[src/rtl/imem_pkg.sv]
// Shared constants and helpers for the instruction memory.
//   DEPTH_WORDS   - default number of 32-bit words (power of two, >= 24)
//   NOP_WORD      - addi x0,x0,0; padding and out-of-range read value
//   PROG_WORDS    - number of leading words that hold the boot program
//   DEFAULT_IMAGE - contents loaded on reset
//   word_index()  - byte address -> word index plus in-range flag
//   image_word()  - reset value of one word for an arbitrary depth/NOP choice
package imem_pkg;

   localparam int unsigned DEPTH_WORDS = 64;
   localparam int unsigned PROG_WORDS  = 24;
   localparam int unsigned IMAGE_AW    = $clog2(DEPTH_WORDS);
   localparam logic [31:0] NOP_WORD    = 32'h0000_0013;

   typedef logic [31:0] image_t [DEPTH_WORDS];

   localparam image_t DEFAULT_IMAGE = '{
      0:  32'h0050_0093,  // addi x1,x0,5
      1:  32'h00A0_0113,  // addi x2,x0,10
      2:  32'h0020_81B3,  // add  x3,x1,x2
      3:  32'h4011_0233,  // sub  x4,x2,x1
      4:  32'h0020_F2B3,  // and  x5,x1,x2
      5:  32'h0020_E333,  // or   x6,x1,x2
      6:  32'h0020_C3B3,  // xor  x7,x1,x2
      7:  32'h0020_A433,  // slt  x8,x1,x2
      8:  32'h0030_2023,  // sw   x3,0(x0)
      9:  32'h0000_2483,  // lw   x9,0(x0)
      10: 32'hFFF4_8513,  // addi x10,x9,-1
      11: 32'h0005_0463,  // beq  x10,x0,+8
      12: 32'h0010_0593,  // addi x11,x0,1
      13: 32'h00C0_0613,  // addi x12,x0,12
      14: 32'h00D0_0693,  // addi x13,x0,13
      15: 32'h00E0_0713,  // addi x14,x0,14
      16: 32'h00F0_0793,  // addi x15,x0,15
      17: 32'h0100_0813,  // addi x16,x0,16
      18: 32'h0110_0893,  // addi x17,x0,17
      19: 32'h0120_0913,  // addi x18,x0,18
      20: 32'h0130_0993,  // addi x19,x0,19
      21: 32'h0140_0A13,  // addi x20,x0,20
      22: 32'h0150_0A93,  // addi x21,x0,21
      23: 32'h0000_006F,  // jal  x0,0 (park here)
      default: NOP_WORD
   };

   typedef struct packed {
      logic [29:0] idx;
      logic        ok;
   } word_index_t;

   // Full 30-bit index is compared so high PC bits never alias into the array.
   function automatic word_index_t word_index(input logic [31:0] addr,
                                              input int unsigned depth);
      word_index_t r;
      r.idx = addr[31:2];
      r.ok  = ({2'b00, addr[31:2]} < depth);
      return r;
   endfunction

   function automatic logic [31:0] image_word(input int unsigned i,
                                              input logic [31:0] nop);
      logic [IMAGE_AW-1:0] k;
      k = i[IMAGE_AW-1:0];
      return (i < PROG_WORDS) ? DEFAULT_IMAGE[k] : nop;
   endfunction

endpackage

[src/rtl/instruction_memory.sv]
// Word-organised instruction memory with combinational read and a synchronous
// write port. A synchronous reset reloads the whole default program image.
//   clk        - rising-edge clock for writes and reset
//   rst        - synchronous active-high; reloads the default image
//   PC         - byte address to fetch
//   Instr      - word at PC>>2, or NOP_WORD when out of range (combinational)
//   misaligned - PC[1:0] != 0; informational only, fetch still uses PC>>2
//   we         - write enable
//   waddr      - byte address of the word to write (low two bits ignored)
//   wdata      - word to write
module instruction_memory #(
   parameter int unsigned DEPTH_WORDS = imem_pkg::DEPTH_WORDS,
   parameter logic [31:0] NOP_WORD    = imem_pkg::NOP_WORD
) (
   input  logic        clk,
   input  logic        rst,
   input  logic [31:0] PC,
   output logic [31:0] Instr,
   input  logic        we,
   input  logic [31:0] waddr,
   input  logic [31:0] wdata,
   output logic        misaligned
);
   import imem_pkg::*;

   localparam int unsigned AW = $clog2(DEPTH_WORDS);

   logic [31:0] mem_q [DEPTH_WORDS];

   word_index_t ridx;
   word_index_t widx;

   assign ridx = word_index(PC, DEPTH_WORDS);
   assign widx = word_index(waddr, DEPTH_WORDS);

   // Upper index bits only matter through the in-range flag.
   logic unused_idx;
   assign unused_idx = ^{ridx.idx[29:AW], widx.idx[29:AW]};

   // Reset wins over a same-cycle write; out-of-range writes are dropped.
   always_ff @(posedge clk) begin
      if (rst) begin
         for (int unsigned i = 0; i < DEPTH_WORDS; i++) begin
            mem_q[i] <= image_word(i, NOP_WORD);
         end
      end else if (we && widx.ok) begin
         mem_q[widx.idx[AW-1:0]] <= wdata;
      end
   end

   // No write bypass: a read of the word being written shows the old value.
   always_comb begin
      Instr = NOP_WORD;
      if (ridx.ok) begin
         Instr = mem_q[ridx.idx[AW-1:0]];
      end
   end

   assign misaligned = |PC[1:0];

endmodule

[config.mk]
export PLATFORM = sky130hd
export DESIGN_NAME = instruction_memory
export DESIGN_NICKNAME = d
export VERILOG_FILES = /design/src/rtl/imem_pkg.sv /design/src/rtl/instruction_memory.sv
export SDC_FILE = /design/constraint.sdc
export NUM_CORES = 2
export LEC_CHECK = 0
export CAP_MARGIN = 30
export CELL_PAD_IN_SITES_DETAIL_PLACEMENT = 1
export CELL_PAD_IN_SITES_GLOBAL_PLACEMENT = 2
export CORE_MARGIN = 2
export CORE_UTILIZATION = 40
export CTS_CLUSTER_DIAMETER = 30
export DETAILED_ROUTE_END_ITERATION = 7
export PLACE_DENSITY_LB_ADDON = 0.1
export REMOVE_ABC_BUFFERS = 1
export SYNTH_ARGS = -nofsm -noshare
export SYNTH_HDL_FRONTEND = slang
export SYNTH_SLANG_ARGS = --single-unit
[constraint.sdc]
create_clock -name clk -period 7.38 [get_ports clk]
set_clock_uncertainty 0.1 [all_clocks]
set_input_delay 2.214 -clock clk [delete_from_list [all_inputs] [get_ports clk]]
set_output_delay 2.214 -clock clk [all_outputs]
set_load 0.1 [all_outputs]
# Yosys cells after proc, flatten, opt, wreduce, memory -nomap -nowiden
# Memories as Yosys holds them, arrays and structs flattened.
# Cells that the tools add are included.
# op_classes
n_lt_le_gt_ge,2
muxes,9
reduce_logical,3
# ops
op,n
32-bit 2-to-1 mux,2
30-bit by 7-bit less-than comparator with 1-bit output (second input constant),2
32-bit OR reduction,1
1-bit 2-to-1 mux,6
6-bit 2-to-1 mux,1
2-bit OR reduction,1
1-bit logical AND,1
# word_totals
register_bits,0
ramBits,2048
in_bits,99
out_inout_bits,33
wordCells,15
n_memories,1
# mem_list
name,words,width,rd,rd_ports_with_merged_regs,write_ports,line,source
mem_q,64,32,1,0,64,instruction_memory.sv:28,logic [31:0] mem_q [DEPTH_WORDS];

# Logic depth before layout (Yosys ltp)
# logic_depth
ltp_word,7
ltp_mapped,11
ltp_nobuf,5

# Worst setup path before layout
# Ideal clock, no wire load.
# synth_path
path_type,input-to-output
from,input PC[2]
to,output Instr[26]
arrival_time_ps,5852
t_required_ps,5066
path_slack_ps,-786
path_stages,10
n_path_buf,6
path_cell_list,buf_4 > buf_6 > buf_6 > buf_4 > buf_4 > buf_4 > a211oi_1 > a2111oi_0 > a2111oi_0 > nor3_1
# synth_between
elab_chain_len,2
# synth_lines
element,line,source
from (decl),instruction_memory.sv:17,"input logic [31:0] PC,"
30-bit by 7-bit less-than comparator with 1-bit output / memory read 64 x 32 bit (equally long branches),n/a,
32-bit 2-to-1 mux *,instruction_memory.sv:54,if (ridx.ok) begin
to (decl),instruction_memory.sv:18,"output logic [31:0] Instr,"
# Mark *: on every way between the ends. The rest lies on a longest branch, timed or not.

# Worst setup path in the final report
# layout_path
from,input PC[2]
to,output Instr[3]
# Same word-level chain as after synthesis.

==> results.txt <==
Fraction of registers with async set or reset after synthesis: 0%
Max IR drop VDD: 0.214 mV
Post-route cell area: 120000 sq um
Fraction of power spent switching nets: 22.4%
Area Overhead vs Synth: 26.6%
Mapped Cells: 6002
Worst EP arrival: 5.10 ns
Nets: 6676
CTS clock-pin slew for the worst setup and hold paths: 0.04 ns
Biggest regs: mem_q (2048)
Synth top area share: 65.1%
WP data required: 5.07 ns
CTS tree: built
CP endpoint kind: output pin
Reg with most FFs: mem_q
Most common library cells after synthesis: edfxtp_1, and2_1, mux4_2
Seq cells post-synth: 2048
# H-tree levels: 6
Final instance count without filler cells: 10137
Final ANT Viol Nets: 0
Crit path max-delay family: buffers and inverters
Post-synth top area cell: edfxtp_1
Clock Power Share: 58.3%
Final max-slew violation count: 0
Util after Layout: 50.9%
PortBufs: 129
Ports: 132
Detail Placement HPWL: 208 mm
Drt total wl: 339 mm
Post-CTS setup buffer count: 0
Element type at the critical path start: primary input
Number of global-route vias before repair: 59511
RSZ-0062 raised after global routing: true
Yosys cell types: 59
Slowest stage delay, CP: 0.53 ns
Post-synthesis sequential area ratio: 65.1%
Antenna violations before repair: 42
Initial Util: 40.2%
Failing checks: setup timing
CTS max path bufs: 4
Worst-margin pin slew: 1.02 ns
Count leader, synth: edfxtp_1
Placed Area: 102000 sq um
Max-cap violations: 0
GRT Total Usage: 27.9%
Clock sink count: 2048
Root Driver: clkbuf_16
Inst Count DP: 9188
Core Box Area: 235000 sq um
CP Class: primary input to output pin
Max reg flops: 2048
Crit-path cells: buf_12 > buf_12 > buf_12 > buf_12 > mux4_2 > nand2b_1 > o2111ai_1 > a311oi_2 > buf_4 > a221o_1 > buf_12
Post-synth EDFFs: 2048
Detailed-route wire length per cell: 33.4 um
Gate power share: 6.4%
Internal: 0.0298 W
Pwr Total: 0.0384 W
Via count: 57033
Synth warnings: 0
First DRT Iteration DRCs: 6414
Final Critical Period: 7.42 ns
Final period utilization: 101%
Main synth FF type: edfxtp_1
Total CTS buffers: 534
Row cnt: 178
Post-route DRC: 0
Syn Area/Cell: 15.8 sq um
Crit path buffers/inverters: 6
Via density: 5.63
Pin count of the biggest net entering global routing: 65
Die Footprint: 240000 sq um
Setup slack after layout: -0.0375 ns
Routability Congestion: 0.962
Sequential Power Share: 35.3%
Pwr Density: 321 nW/um^2
Switching pwr: 0.00860 W
Total gr overflow: 0
Synth top area cells: edfxtp_1, and2_1, mux4_2
CP dominant cell by count: buf_12
Crit-path slowest cell: mux4_2
CTS hold repair buffers: 0
Rel. slew slack: 32.0%
Peak Freq: 135 MHz
Leakage: 43.5 nW
Die X: 490 um
Final Setup Violations: 4
TritonRoute pass-1 iters: 5
Cell Area, Synth: 94500 sq um
Run status: complete, but fails checks
Endpoints failing hold: 0
Die Ht: 490 um
Dpl ws: -0.324 ns
First-pass GRT wire length: 471 mm
Layout cell share with drive strength beyond 1: 29.2%
CP max FO: 13
Min-Delay Path Class: primary input to flop
cells in the final DEF (no fill, tap or decap), types with 15 or more instances in the layout:
master and instances:
edfxtp_1 2048, and2_1 1734, clkbuf_16 557, mux4_2 476
buf_4 450, nand2b_1 325, mux2i_1 202, buf_12 115
clkinv_1 105, clkinv_2 88, clkbuf_1 72, or2_2 69
nor3_4 61, clkdlybuf4s50_1 58, bufinv_16 56, a221oi_1 45
nor2_1 39, a22oi_1 36, buf_2 34, o22ai_1 31
nand2_1 29, clkinvlp_4 25, a21oi_1 23, mux2_2 23
a221o_1 22, o21ai_0 21, diode_2 17, a211oi_1 15
routing by layer:
metal	routed length (um)	track usage [%]	up-vias	part of all wire, %
li1	-	-	23608	-
met1	150000	40.6	30717	44
met2	153000	42.2	2220	45
met3	25100	4.90	486	7.4
met4	11100	10.0	2	3.3
met5	13	0	-	0.0038
power groups by stage:
stage	logic [W]	clock network [W]	registers [W]
6_report	0.00246	0.0224	0.0135
3_3_place_gp	0.00241	0	0.0137
2_1_floorplan	0.000923	0	0.0137
4_1_cts	0.00245	0.0226	0.0136
5_1_grt	0.00254	0.0232	0.0136
3_5_place_dp	0.00243	0	0.0137
worst paths after layout:
| check | cells past startpoint | from | end | slack, ns |
|---|---|---|---|---|
| max | 11 | PC[2] | Instr[3] | -0.04 |
| min | 2 | wdata[31] | mem_q[10][31] | 1.70 |
area by class of cell:
class | count | area [sq um]
flip-flops and latches | 2048 | 61500
clock buffers | 629 | 14200
repair buffers | 669 | 6640
fillers | 21989 | 115000
well taps | 3150 | 3940
multi-input cells | 3319 | 30400
diodes | 17 | 42.5
inverters | 5 | 23.8
clock inverters | 300 | 3010
cells by family (layout without fill, tap and decap cells):
group / Yosys count / count (layout) / share of synthesized area, %
AO/OA/AOI/OAI: 271 / 271 / 2.21
buffers and inverters: 635 / 1603 / 2.99
flip-flops: 2048 / 2048 / 65.1
multiplexers: 703 / 703 / 13.8
other: 0 / 17 / 0
AND/OR/NAND/NOR: 2345 / 2345 / 16.0
stage by stage:
step	TNS, ns	hold slack (ns)
3_5_place_dp	-1.25	2.63
4_1_cts	0	1.64
5_1_grt	-0.00760	1.68
2_1_floorplan	-21.38	2.29
6_report	-0.114	1.70
3_3_place_gp	-1.63	2.63
repair_timing:
item	4_1_cts	5_1_grt
resized for setup	18	11
endpoints found under the setup margin	17	8
endpoints found under the hold margin	0	0
cloned	0	0
(Power assumes the default switching activity.)
